### config.mk
export PLATFORM = sky130hd
export DESIGN_NAME = wb_port_arbiter
export DESIGN_NICKNAME = d
export VERILOG_FILES = /design/src/rtl/wb_port_arbiter.sv
export SDC_FILE = /design/constraint.sdc
export NUM_CORES = 1
export LEC_CHECK = 0
export BUFFER_PORTS_ARGS = -buffer_cell sky130_fd_sc_hd__buf_2
export CORE_MARGIN = 3
export CORE_UTILIZATION = 27
export CTS_CLUSTER_SIZE = 24
export DETAILED_ROUTE_END_ITERATION = 7
export MAX_ROUTING_LAYER = met4
export PLACE_DENSITY = 0.54
export SETUP_SLACK_MARGIN = 0.4
export SLEW_MARGIN = 25
export SYNTH_ARGS = -nofsm -noshare
export SYNTH_HDL_FRONTEND = slang
export SYNTH_SLANG_ARGS = --single-unit
### constraint.sdc
create_clock -name clk -period 3.1 [get_ports clk]
set_input_delay 0.31 -clock clk [delete_from_list [all_inputs] [get_ports clk]]
set_output_delay 0.31 -clock clk [all_outputs]
set_load 0.005 [all_outputs]
### src/rtl/wb_port_arbiter.sv
// Register-file write-port arbiter: NREQ one-entry holding slots drained round-robin,
// one per cycle, into a registered write/retire stage.
module wb_port_arbiter #(
    parameter int unsigned NREQ = 3,
    parameter int unsigned XLEN = 32,
    parameter int unsigned AW   = 5
) (
    input  logic                 clk,
    input  logic                 rst,
    input  logic                 flush_i,
    input  logic [NREQ-1:0]      req_valid_i,
    output logic [NREQ-1:0]      req_ready_o,
    input  logic [NREQ-1:0]      req_regw_i,
    input  logic [NREQ*AW-1:0]   req_rd_i,
    input  logic [NREQ*XLEN-1:0] req_data_i,
    output logic                 rf_wen_o,
    output logic [AW-1:0]        rf_waddr_o,
    output logic [XLEN-1:0]      rf_wdata_o,
    output logic                 retire_o,
    output logic [1:0]           retire_src_o
);

    if (NREQ < 2 || NREQ > 4) begin : gen_nreq_check
        $error("wb_port_arbiter: NREQ must be in 2..4");
    end

    logic [NREQ-1:0] full_q, full_d;
    logic [NREQ-1:0] regw_q, regw_d;
    logic [AW-1:0]   rd_q   [NREQ];
    logic [AW-1:0]   rd_d   [NREQ];
    logic [XLEN-1:0] data_q [NREQ];
    logic [XLEN-1:0] data_d [NREQ];
    logic [1:0]      rr_ptr_q, rr_ptr_d;

    logic            rf_wen_q, rf_wen_d;
    logic [AW-1:0]   rf_waddr_q, rf_waddr_d;
    logic [XLEN-1:0] rf_wdata_q, rf_wdata_d;
    logic            retire_q, retire_d;
    logic [1:0]      retire_src_q, retire_src_d;

    logic            grant_found;
    logic            grant;
    logic [1:0]      grant_idx;
    logic [1:0]      cand;
    logic [NREQ-1:0] grant_oh;

    // Round-robin search starting just after the last winner; only slots already
    // full before this edge take part, so a fresh entry waits one cycle.
    always_comb begin
        grant_found = 1'b0;
        grant_idx   = '0;
        cand        = '0;
        for (int unsigned k = 1; k <= NREQ; k++) begin
            cand = 2'((32'(rr_ptr_q) + k) % NREQ);
            if (!grant_found && full_q[cand]) begin
                grant_found = 1'b1;
                grant_idx   = cand;
            end
        end
    end

    assign grant = grant_found & ~flush_i;

    always_comb begin
        grant_oh = '0;
        if (grant) begin
            grant_oh[grant_idx] = 1'b1;
        end
    end

    assign req_ready_o = {NREQ{~flush_i}} & (~full_q | grant_oh);

    always_comb begin
        full_d = full_q;
        regw_d = regw_q;
        rd_d   = rd_q;
        data_d = data_q;
        if (flush_i) begin
            full_d = '0;
        end else begin
            for (int unsigned i = 0; i < NREQ; i++) begin
                if (req_valid_i[i] && req_ready_o[i]) begin
                    full_d[i] = 1'b1;
                    regw_d[i] = req_regw_i[i];
                    rd_d[i]   = req_rd_i[i*AW +: AW];
                    data_d[i] = req_data_i[i*XLEN +: XLEN];
                end else if (grant_oh[i]) begin
                    full_d[i] = 1'b0;
                end
            end
        end
    end

    always_comb begin
        rr_ptr_d     = rr_ptr_q;
        rf_wen_d     = 1'b0;
        retire_d     = 1'b0;
        rf_waddr_d   = rf_waddr_q;
        rf_wdata_d   = rf_wdata_q;
        retire_src_d = retire_src_q;
        if (grant) begin
            rr_ptr_d     = grant_idx;
            retire_d     = 1'b1;
            retire_src_d = grant_idx;
            rf_waddr_d   = rd_q[grant_idx];
            rf_wdata_d   = data_q[grant_idx];
            // x0 is never written but the instruction still retires
            rf_wen_d     = regw_q[grant_idx] & (rd_q[grant_idx] != '0);
        end
    end

    always_ff @(posedge clk) begin
        if (!rst) begin
            full_q       <= '0;
            regw_q       <= '0;
            rr_ptr_q     <= 2'(NREQ - 1);
            rf_wen_q     <= 1'b0;
            rf_waddr_q   <= '0;
            rf_wdata_q   <= '0;
            retire_q     <= 1'b0;
            retire_src_q <= '0;
            for (int unsigned i = 0; i < NREQ; i++) begin
                rd_q[i]   <= '0;
                data_q[i] <= '0;
            end
        end else begin
            full_q       <= full_d;
            regw_q       <= regw_d;
            rr_ptr_q     <= rr_ptr_d;
            rf_wen_q     <= rf_wen_d;
            rf_waddr_q   <= rf_waddr_d;
            rf_wdata_q   <= rf_wdata_d;
            retire_q     <= retire_d;
            retire_src_q <= retire_src_d;
            for (int unsigned i = 0; i < NREQ; i++) begin
                rd_q[i]   <= rd_d[i];
                data_q[i] <= data_d[i];
            end
        end
    end

    assign rf_wen_o     = rf_wen_q;
    assign rf_waddr_o   = rf_waddr_q;
    assign rf_wdata_o   = rf_wdata_q;
    assign retire_o     = retire_q;
    assign retire_src_o = retire_src_q;

endmodule

---- After elaboration in Yosys (flattened, before gate mapping) ----
Cells that the tools add are included.
storage, ports and cells
  register bits after elaboration ......... 160
  logic and storage cells ................. 85
cells by class
  bitwise gates (word level) .............. 8
  reductions and logical operators ........ 17
  muxes and demuxes ....................... 30
  add/subtract/negate cells ............... 3
  divide/modulo/power cells ............... 3
  order comparisons ....................... 6
operators with widths
  operator                                                                              count
  32-bit by 2-bit modulo with 32-bit output (second input constant)                     3
  32-bit binary-select mux with 2-bit select                                            1
  32-bit two-way mux                                                                    2
  1-bit two-way mux                                                                     15
  2-bit by 3-bit less-than comparator with 1-bit output (second input constant)         4
  5-bit binary-select mux with 2-bit select                                             1
  5-bit two-way mux                                                                     2
  1-bit binary-select mux with 2-bit select                                             4
  2-bit AND reduction                                                                   4
  2-bit by 2-bit adder with 3-bit output (second input constant)                        2
  1-bit logical AND                                                                     6
  2-bit two-way mux                                                                     3
  2-bit nonzero test                                                                    3
  5-bit nonzero test                                                                    1
  2-bit by 1-bit adder with 3-bit output (second input constant)                        1
  3-bit AND                                                                             1
  3-bit greater-or-equal comparator (second input constant)                             1
  3-bit two-way mux                                                                     1
  2-bit NOT with 3-bit output                                                           1
  3-bit NOT                                                                             1
  3-bit bitwise OR                                                                      1
  1-bit AND                                                                             2
  1-bit demux with 2-bit select                                                         1
  2-bit by 1-bit greater-or-equal comparator with 1-bit output (second input constant)  1
  other kinds (3)                                                                       5

---- Longest topological paths before layout ----
Gate-level depths: netlist of run 1.
  depth after elaboration ................. 20
  gate-level depth with buffers ........... 10

---- Worst setup path before layout of run 1 ----
Ideal clock, no wire load.
  path type ............................... reg-to-output
  start ................................... reg rr_ptr_q[0]
  end ..................................... out req_ready_o[1]
  cell stages (with the launch flop) ...... 10
  data required time ...................... 2.790 ns
  arrival time ............................ 2.224 ns
  slack ................................... 0.566 ns
  cells stage by stage .................... dfxtp_1 -> inv_1 -> ha_1 -> nor2b_1 -> a211oi_1 -> o32ai_2 -> a21oi_1 -> clkbuf_1 -> buf_2 -> inv_2
on the way
  longest elaborated chain between the ends .. 18
RTL lines
  item                                                                                                                                                                RTL line  text
  from (decl)                                                                                                                                                         33        logic [1:0] rr_ptr_q, rr_ptr_d;
  from (signal assigned)                                                                                                                                              116       rr_ptr_q <= 2'(NREQ - 1);
  from (signal assigned)                                                                                                                                              129       rr_ptr_q <= rr_ptr_d;
  2-bit by 1-bit adder with 3-bit output                                                                                                                              54        cand = 2'((32'(rr_ptr_q) + k) % NREQ);
  32-bit by 2-bit modulo with 32-bit output                                                                                                                           54
  1-bit binary-select mux with 2-bit select                                                                                                                           55        if (!grant_found && full_q[cand]) begin
  1-bit two-way mux (implied by the code)                                                                                                                             55
  1-bit two-way mux                                                                                                                                                   55
  1-bit zero test                                                                                                                                                     55
  1-bit logical AND                                                                                                                                                   55
  1-bit two-way mux                                                                                                                                                   55
  (+2 left out)                                                                                                                                                       -
  2-bit two-way mux                                                                                                                                                   55
  2-bit by 3-bit less-than comparator with 1-bit output (implied by the code) / 2-bit by 1-bit greater-or-equal comparator with 1-bit output (equally long branches)  67        grant_oh[grant_idx] = 1'b1;
  1-bit logical AND (implied by the code)                                                                                                                             67
  1-bit two-way mux (implied by the code)                                                                                                                             67
  1-bit demux with 2-bit select                                                                                                                                       67
  3-bit two-way mux *                                                                                                                                                 66        if (grant) begin
  3-bit bitwise OR *                                                                                                                                                  71        assign req_ready_o = {NREQ{~flush_i}} & (~full_q | grant_oh);
  3-bit AND *                                                                                                                                                         71
  to (decl)                                                                                                                                                           12        output logic [NREQ-1:0] req_ready_o,
Mark *: on every way between the ends. The rest lies on a longest branch, timed or not. The select of a mux whose other input is x is not followed.

---- Final worst setup path of run 1 ----
Ends and elaborated chain as after synthesis.

==> results of run 1 <==
[worst paths after layout]
check | from | cells past startpoint | end | slack (ns)
worst max register to register | rr_ptr_q[0]$_SDFFE_PN0P_ | 9 | rd_q[13]$_SDFFE_PN0P_ | 0.52
worst min-delay path | req_data_i[87] | 3 | data_q[23]$_SDFFE_PN0P_ | 0.12
worst max-delay path | rr_ptr_q[0]$_SDFFE_PN0P_ | 9 | req_ready_o[1] | 0.45
worst min register to register | data_q[19]$_SDFFE_PN0P_ | 2 | data_q[19]$_SDFFE_PN0P_ | 0.46
[critical path, cell delays in order (launching register included)]
cell and delay (ns):
dfxtp_4 0.36, inv_2 0.09, ha_4 0.23, a21bo_4 0.25, o211ai_1 0.31, o32ai_4 0.17, buf_6 0.16, a21oi_4 0.19
inv_2 0.04, buf_2 0.12
[stage by stage]
step	cell area, µm²	utilization	std cells
floorplan	7600	-	937
global placement	8780	0.321	1395
detailed placement	8780	0.321	1395
CTS	9450	0.346	1431
global route	9570	0.350	1436
finish	9570	0.350	1436
[state kept, by name (all words and copies together) (netlist names)]
name and count:
data_q 96, regw_q 3, rf_wen_o 1, retire_o 1
rf_wdata_o 32, rf_waddr_o 5, full_q 3, rd_q 15
rr_ptr_q 2, retire_src_o 1
[synth_stat cells, drive strengths merged (3+ instances only)]
cell type / n
clkbuf: 81
nor2b: 5
o32ai: 38
nand3: 37
o21ai: 82
o2111ai: 37
mux2i: 78
nor2: 4
a21oi: 5
o22ai: 39
and2: 3
ha: 4
buf: 21
nand2: 272
or4: 3
a211oi: 39
dfxtp: 159
inv: 8
[power by group]
group	switching (mW)	leakage (nW)	internal, mW
combinational	0.567	2.03	0.370
clock	0.866	0.255	1.12
sequential	0.0791	1.30	2.16
total	1.51	3.58	3.65
[routing by layer]
layer  track usage  part of all wire
met1         0.205              0.44
met2         0.266              0.48
met3        0.0320             0.045
met4        0.0560             0.028
met5             -                 0
[timing repair]
action                     4_1_cts  5_1_grt
pin swaps                        9        6
setup endpoints to repair      155       57
buffers inserted                 5        4
gates resized for setup         28       10
[placed cells by master, fill, tap and decap left out, drive strengths merged, types with 37 or more instances in the layout]
master | netlist | routed
nand3 | 37 | 37
buf | 21 | 198
mux2i | 78 | 78
o32ai | 38 | 38
a211oi | 39 | 39
nand2 | 272 | 272
o21ai | 82 | 82
o22ai | 39 | 39
o2111ai | 37 | 37
dfxtp | 159 | 159
[area by class of cell]
cell class                      count  area share
Clock buffer                       21      0.0471
Multi-Input combinational cell    668       0.436
Clock inverter                     10     0.00929
Timing Repair Buffer              198       0.123
Sequential cell                   159       0.333
Inverter                            8     0.00314
Tap cell                          372      0.0487
[cell families after synthesis]
| family | Yosys count | share of synthesized area |
|---|---|---|
| AO/OA/AOI/OAI | 258 | 0.237 |
| adder cells (fa/ha/maj) | 4 | 0.00658 |
| buffers and inverters | 110 | 0.0612 |
| flip-flops | 159 | 0.419 |
| multiplexers | 78 | 0.103 |
| AND/OR/NAND/NOR | 328 | 0.174 |
==> flow_summary_export.csv, run 1 <==
group,metric,value,unit
sta,clock_skew,0.00743,ns
cells_and_area,drive_gt1_frac,0.246,
cells_and_area,multi_input_area,4170,µm²
placed_design,dp_hpwl,16800,µm
drt,drt_iter0_drc,655,
global_routing,grt_usage,0.164,
logic_synthesis,syn_inst,937,
placed_design,dp_slack,0.194,ns
drt,wirelength,24800,µm
clock_tree,cts_tree,"built",
power_and_ir_drop,power,5.16,mW
floorplan,io-pin-count,164,
placed_design,gp_congestion,0.825,
drt,dr.pass1.iters,5,
sta,worstMarginPinSlew,1.01,ns
drt,drc_errors,0,
floorplan,die-width,174,µm
sta,setup_tns,0,ns
global_routing,antenna_found_initial,0,
clock_tree,cts_buffers,17,
clock_tree,clk_latency,0.43,ns
logic_synthesis,ys_seq_area_frac,0.419,
floorplan,initial_core_util,0.278,
cells_and_area,final_nets,1176,
clock_tree,clockBufferDepth,2,
drt,vias,7302,
hold_path,hp-class,"in -> reg",
sta,hold_slack,0.120,ns
cells_and_area,nFillCells,2876,
run,cap_violations,0,
global_routing,grt_pass1_vias,7041,
critical_path,cp-end-kind,"output port",
clock_tree,clkTransAtPathRegs,0.06,ns
logic_synthesis,synthesis.area,7600,µm²
floorplan,num_rows,60,
logic_synthesis,synth.avg_cell_area,8.12,µm²
global_routing,grt_max_degree,231,
sta,setup_viol,0,
sta,grt_setup_unrepaired,"true",
clock_tree,h-tree-depth,4,
cells_and_area,seqCellArea,3190,µm²
sta,hold_violations,0,
sta,fin_crit,2.65,ns
drt,avgViaCountPerCell,5.08,
clock_tree,cts_sinks,159,
sta,finalCritPeriodShare,0.856,
sta,slew_headroom,0.328,
status,status,"complete, no violations",
power_and_ir_drop,p_per_area,540,nW/µm²
floorplan,dieArea,30200,µm²
critical_path,crit_required,2.79,ns
critical_path,critical_path_arrival,2.34,ns
drt,ant_nets,0,
logic_synthesis,synth_area_leader_cell,"dfxtp_1",
logic_synthesis,yosys_register_bits,159,
sta,maxSlewViolCount,0,
global_routing,grt_pass1_wl,38500,µm
clock_tree,holdBufCountCts,0,
logic_synthesis,netlist.area_leader.share,0.419,
logic_synthesis,syn_nets,1061,
logic_synthesis,yosys-top-cells-area,"dfxtp_1 42%, nand2_1 13%, mux2i_1 10%",
logic_synthesis,synth_async_sr_flop_share,0,
logic_synthesis,synth_cell_types,44,
critical_path,cp-start-kind,"flop",
sta,max_freq,0.377,GHz
power_and_ir_drop,p_leak,3.58,nW
floorplan,core_area,27300,µm²
critical_path,path_class,"reg -> out",
placed_design,port_buffers,163,
cells_and_area,area_growth_syn_to_layout,25.8,%
critical_path,path_max_fanout,7,
sta,setup_slack,0.445,ns
logic_synthesis,yosysWarnings,0,
power_and_ir_drop,vdd.ir_drop.worst,0.000329,V
logic_synthesis,synth_ff_type,"dfxtp_1",
cells_and_area,diodes,0,
logic_synthesis,synth_edf_count,0,
global_routing,grt-ovfl-total,0,
clock_tree,cts_root_buf,"clkbuf_16",
drt,wl_per_cell,17.2,µm
floorplan,die_h,174,µm
No activity file was read; power rests on OpenSTA's default activity.
==> run 2: changes to the inputs <==
--- a/config.mk
+++ b/config.mk
@@ -5,13 +5,14 @@
 export SDC_FILE = /design/constraint.sdc
 export NUM_CORES = 1
 export LEC_CHECK = 0
+export ABC_AREA = 1
 export BUFFER_PORTS_ARGS = -buffer_cell sky130_fd_sc_hd__buf_2
 export CORE_MARGIN = 3
 export CORE_UTILIZATION = 27
 export CTS_CLUSTER_SIZE = 24
 export DETAILED_ROUTE_END_ITERATION = 7
 export MAX_ROUTING_LAYER = met4
-export PLACE_DENSITY = 0.54
+export PLACE_DENSITY = 0.55
 export SETUP_SLACK_MARGIN = 0.4
 export SLEW_MARGIN = 25
 export SYNTH_ARGS = -nofsm -noshare
==> flow_summary_export.csv, run 2 <==
group,metric,value,unit
global_routing,grt_max_degree,76,
floorplan,dieArea,27900,µm²
power_and_ir_drop,vdd.ir_drop.worst,0.000286,V
floorplan,die-width,167,µm
logic_synthesis,yosysWarnings,0,
run,cap_violations,0,
floorplan,initial_core_util,0.276,
power_and_ir_drop,p_leak,4.15,nW
placed_design,placed_area,8050,µm²
cells_and_area,largest_reg_flops,96,
floorplan,num_rows,58,
cells_and_area,final_nets,1219,
sta,maxSlewViolCount,0,
cells_and_area,final_common_cell,"nand2_1",
placed_design,dp_slack,0.173,ns
critical_path,cp-end-kind,"output port",
logic_synthesis,synth_commonest_cells,"222 x nand2_1, 159 x dfxtp_1, 137 x a21oi_1",
drt,drc_errors,0,
logic_synthesis,yosys-top-cells-area,"dfxtp_1 46%, nand2_1 12%, a21oi_1 9.8%",
cells_and_area,final_area,9020,µm²
clock_tree,cts_buffers,17,
sta,hold_violations,0,
power_and_ir_drop,combPwrFrac,0.238,
drt,wirelength,23000,µm
cells_and_area,drive_gt1_frac,0.276,
logic_synthesis,yosys_register_bits,159,
sta,finalCritPeriodShare,0.844,
critical_path,path_class,"reg -> out",
floorplan,core_area,25300,µm²
global_routing,grt_pass1_vias,6420,
drt,avgViaCountPerCell,4.61,
global_routing,met1_usage,0.215,
logic_synthesis,yosysMostFrequentCell,"nand2_1",
sta,setup_slack,0.484,ns
power_and_ir_drop,p_sw,1.90,mW
global_routing,grt_usage,0.168,
logic_synthesis,synth_area_leader_cell,"dfxtp_1",
sta,grt_setup_unrepaired,"true",
cells_and_area,area_growth_syn_to_layout,29.1,%
logic_synthesis,synth_ff_type,"dfxtp_1",
sta,clock_skew,0.00986,ns
logic_synthesis,synth_async_sr_flop_share,0,
logic_synthesis,synth_edf_count,0,
critical_path,path_max_fanout,7,
clock_tree,clockBufferDepth,2,
placed_design,dp_hpwl,14500,µm
logic_synthesis,synthesis.area,6990,µm²
clock_tree,clk_latency,0.42,ns
drt,wl_per_cell,16.0,µm
drt,drt_iter0_drc,359,
power_and_ir_drop,pwr-share-seq,0.378,
clock_tree,clkTransAtPathRegs,0.07,ns
sta,worstMarginPinSlew,0.859,ns
global_routing,antenna_found_initial,2,
global_routing,grt_pass1_wl,36200,µm
sta,slew_headroom,0.427,
critical_path,critical_path_arrival,2.31,ns
logic_synthesis,syn_nets,1075,
critical_path,crit_required,2.79,ns
cells_and_area,final_cell_mix,"217 x nand2_1, 163 x buf_2, 157 x dfxtp_1, 136 x a21oi_1, 80 x nand3_1",
drt,dr.pass1.iters,5,
clock_tree,holdBufCountCts,0,
clock_tree,h-tree-depth,4,
power_and_ir_drop,p_per_area,684,nW/µm²
logic_synthesis,syn_inst,951,
placed_design,gp_congestion,0.854,
cells_and_area,fin_util,0.356,
hold_path,hp-class,"in -> reg",
sta,max_freq,0.382,GHz
logic_synthesis,synth.avg_cell_area,7.35,µm²
placed_design,port_buffers,163,
drt,vias,6634,
cells_and_area,top_register,"data_q",
logic_synthesis,synth_cell_types,28,
power_and_ir_drop,power,6.18,mW
logic_synthesis,ys_seq_area_frac,0.455,
drt,ant_nets,0,
logic_synthesis,netlist.area_leader.share,0.455,
clock_tree,cts_root_buf,"clkbuf_16",
power_and_ir_drop,clockPowerShare,0.384,
critical_path,cp-start-kind,"flop",
global_routing,grt-ovfl-total,0,
power_and_ir_drop,swShare,0.308,
sta,fin_crit,2.62,ns
floorplan,die_h,167,µm
clock_tree,cts_tree,"built",
global_routing,gr-max-usage-layer,"met2",
global_routing,use_met3,0.0420,
floorplan,io-pin-count,164,
clock_tree,cts_sinks,159,
cells_and_area,nFillCells,2685,
sta,setup_viol,0,
status,status,"complete, no violations",
global_routing,use_met2,0.267,
power_and_ir_drop,internal-power,4.27,mW
sta,setup_tns,0,ns
## run 2: timing repair
action                     4_1_cts  5_1_grt
setup endpoints to repair      108      102
resized for setup               11       16
buffers inserted                 8        7
pin swaps                        4        7
cloned                           3        0
## run 2: area by class of cell
cell class / instances / area (µm²) / area share
tap: 330 / 413 / 0.0458
timing repair buffer: 197 / 1180 / 0.131
antenna: 2 / 5.00 / 0.000555
multi-input combinational: 650 / 3290 / 0.365
clock inverter: 12 / 206 / 0.0229
inverter: 69 / 273 / 0.0302
clock buffer: 20 / 457 / 0.0506
timing repair inverter: 1 / 8.76 / 0.000971
sequential: 159 / 3190 / 0.353
## run 2: critical path: stages (launching register included)
cell and delay (ns):
dfxtp_2 0.33, buf_4 0.15, ha_1 0.22, inv_1 0.12, nand3_2 0.12, nand2_4 0.14
nand2_1 0.07, nand2_1 0.07, nand2_2 0.08, nand2_4 0.11, nand2_4 0.07, a21oi_4 0.17
buf_12 0.13, buf_2 0.10
## run 2: path summary, 6_finish.rpt
kind / from / endpoint / slack (ns) / cells past startpoint
max: rr_ptr_q[0]$_SDFFE_PN0P_ / req_ready_o[1] / 0.48 / 13
min: req_data_i[25] / data_q[89]$_SDFFE_PN0P_ / 0.11 / 3
max reg2reg: rr_ptr_q[0]$_SDFFE_PN0P_ / data_q[40]$_SDFFE_PN0P_ / 0.51 / 17
min reg2reg: rd_q[4]$_SDFFE_PN0P_ / rd_q[4]$_SDFFE_PN0P_ / 0.46 / 2
## run 2: per-stage QoR
stage	hold WS, ns	instances
final	0.108	1440
after floorplan	0.430	951
after detailed placement	0.447	1388
after CTS	0.0901	1431
after global placement	0.445	1388
after global routing	0.0854	1440
## run 2: cell families after synthesis
kind of cell | Yosys count | synth area share
buffers and inverters | 142 | 0.0922
AND/OR/NAND/NOR | 420 | 0.263
flip-flops | 159 | 0.455
adder cells (fa/ha/maj) | 4 | 0.00716
AO/OA/AOI/OAI | 226 | 0.182
## run 2: layer usage
layer	part of all wire	wire, µm	up-vias
met4	0.016	365	0
li1	-	-	3396
met3	0.047	1090	24
met5	0	0	-
met2	0.47	10900	155
met1	0.46	10700	3059
## run 2: power by group through the flow
stage / clock network (mW) / logic (mW) / registers (mW)
after floorplan: 0 / 0.870 / 2.36
after global routing: 2.52 / 1.67 / 2.36
after detailed placement: 0 / 1.35 / 2.38
after CTS: 2.43 / 1.44 / 2.33
final: 2.37 / 1.47 / 2.33
after global placement: 0 / 1.33 / 2.38
==> run 3: changes to the inputs <==
==> constraint.sdc (replaced) <==
create_clock -name clk -period 2.73 [get_ports clk]
set_input_delay 0.273 -clock clk [delete_from_list [all_inputs] [get_ports clk]]
set_output_delay 0.273 -clock clk [all_outputs]
set_load 0.005 [all_outputs]
==> flow_summary_export.csv, run 3 (synthesis results as in run 2) <==
group,metric,value,unit
status,status,"complete, no violations",
sta,hold_violations,0,
critical_path,path_max_fanout,7,
run,cap_violations,0,
cells_and_area,drive_gt1_frac,0.311,
clock_tree,cts_root_buf,"clkbuf_16",
placed_design,port_buffers,163,
critical_path,cpMaxStageDelayCell,"dfxtp_2",
sta,setup_tns,0,ns
critical_path,path_cells,"buf_4 -> ha_1 -> inv_2 -> nand3_2 -> nand2_4 -> nand4_1 -> nand3_2 -> nand2_4 -> a21oi_4 -> buf_12 -> buf_6",
critical_path,path_class,"reg -> out",
placed_design,dp_hpwl,15000,µm
clock_tree,cts_buffers,17,
cells_and_area,multi_input_area,3370,µm²
drt,avgViaCountPerCell,4.67,
clock_tree,clk_latency,0.43,ns
clock_tree,holdBufCountCts,0,
placed_design,gp_congestion,0.817,
critical_path,crit_family,"simple AND/OR/NAND/NOR gates",
cells_and_area,final_nets,1248,
clock_tree,cts_tree,"built",
cells_and_area,diodes,0,
sta,fin_crit,2.50,ns
power_and_ir_drop,vdd.ir_drop.worst,0.000339,V
sta,worstMarginPinSlew,0.830,ns
cells_and_area,top_register,"data_q",
clock_tree,clkTransAtPathRegs,0.07,ns
floorplan,die_h,167,µm
sta,slew_headroom,0.446,
cells_and_area,final_cell_mix,"209 x nand2_1, 161 x buf_2, 157 x dfxtp_1, 133 x a21oi_1, 80 x nand3_1",
cells_and_area,final_common_cell,"nand2_1",
cells_and_area,nFillCells,2657,
sta,finalCritPeriodShare,0.914,
global_routing,grt_pass1_wl,36500,µm
placed_design,placed_area,8100,µm²
critical_path,r2r_slack,0.35,ns
floorplan,io-pin-count,164,
drt,drt_iter0_drc,421,
sta,maxSlewViolCount,0,
floorplan,num_rows,58,
global_routing,grt_usage,0.169,
placed_design,dp_cells,1394,
critical_path,worst-path-buf-inv,4,
hold_path,hp-class,"in -> reg",
floorplan,die-width,167,µm
power_and_ir_drop,p_per_area,743,nW/µm²
drt,ant_nets,0,
critical_path,cpPeakStageDelay,0.32,ns
power_and_ir_drop,p_leak,4.39,nW
floorplan,initial_core_util,0.276,
global_routing,grt-ovfl-total,0,
clock_tree,h-tree-depth,4,
global_routing,grt_pass1_vias,6556,
sta,max_freq,0.401,GHz
sta,clock_skew,0.0150,ns
floorplan,dieArea,27900,µm²
cells_and_area,seqCellArea,3190,µm²
drt,wl_per_cell,17.4,µm
drt,drc_errors,0,
critical_path,critical_path_arrival,2.22,ns
cells_and_area,layout.cells.non_filler,1467,
critical_path,cp-start-kind,"flop",
sta,grt_setup_unrepaired,"true",
cells_and_area,area_growth_syn_to_layout,36.8,%
global_routing,grt_max_degree,76,
global_routing,antenna_found_initial,0,
clock_tree,cts_sinks,159,
critical_path,cp-end-kind,"output port",
clock_tree,clockBufferDepth,2,
sta,setup_viol,0,
floorplan,core_area,25300,µm²
drt,vias,6857,
drt,wirelength,25600,µm
cells_and_area,final_area,9560,µm²
drt,dr.pass1.iters,5,
critical_path,crit_required,2.46,ns
power_and_ir_drop,power,7.10,mW
cells_and_area,largest_reg_flops,96,
run 3: path summary, 6_finish.rpt:
check | start | endpoint | cells past startpoint
worst max-delay path | rr_ptr_q[0]$_SDFFE_PN0P_ | req_ready_o[2] | 11
worst min-delay path | req_data_i[30] | data_q[94]$_SDFFE_PN0P_ | 3
worst max register to register | rr_ptr_q[0]$_SDFFE_PN0P_ | rf_wen_o$_SDFF_PN0_ | 17
worst min register to register | rd_q[4]$_SDFFE_PN0P_ | rd_q[4]$_SDFFE_PN0P_ | 2
run 3: area by class of cell:
class	count	share of cell area
clock buffers	20	0.0467
multi-input cells	650	0.353
well taps	330	0.0432
flip-flops and latches	159	0.333
repair buffers	227	0.178
inverters	69	0.0296
clock inverters	12	0.0166
run 3: through the flow:
stage,setup WS (ns),hold slack (ns),utilization
after global placement,0.175,0.442,0.320
after detailed placement,0.112,0.444,0.320
after CTS,0.255,0.0482,0.354
final,0.235,0.0717,0.378
after floorplan,0.413,0.401,-
after global routing,0.0982,0.0593,0.378
run 3: repair_timing:
action	CTS	global route
endpoints found under the setup margin	154	147
gates cloned	2	13
resized for setup	26	62
setup buffers	12	14
pin swaps	9	19
run 3: worst reg2reg max path, cell delays in order (launching register included):
cell      delay, ns
dfxtp_2        0.32
buf_4          0.15
ha_1           0.24
inv_2          0.09
nand3_2        0.10
nand2_4        0.14
nand3_2        0.11
nand2_4        0.10
nand2_4        0.08
buf_4          0.15
buf_6          0.12
inv_8          0.10
buf_6          0.18
nand2_1        0.07
o211ai_1       0.12
a21oi_1        0.10
nand2_1        0.08
inv_1          0.04
run 3: power by group:
part / total, mW / switching, mW / internal, mW
registers: 2.65 / 0.111 / 2.54
clock network: 2.50 / 1.03 / 1.47
logic: 1.96 / 1.15 / 0.807
run 3: per-layer routing:
metal	track usage	up-vias	part of all wire
met5	-	-	0
li1	-	3462	-
met2	0.271	182	0.46
met4	0.0481	0	0.018
met1	0.220	3184	0.48
met3	0.0304	29	0.043
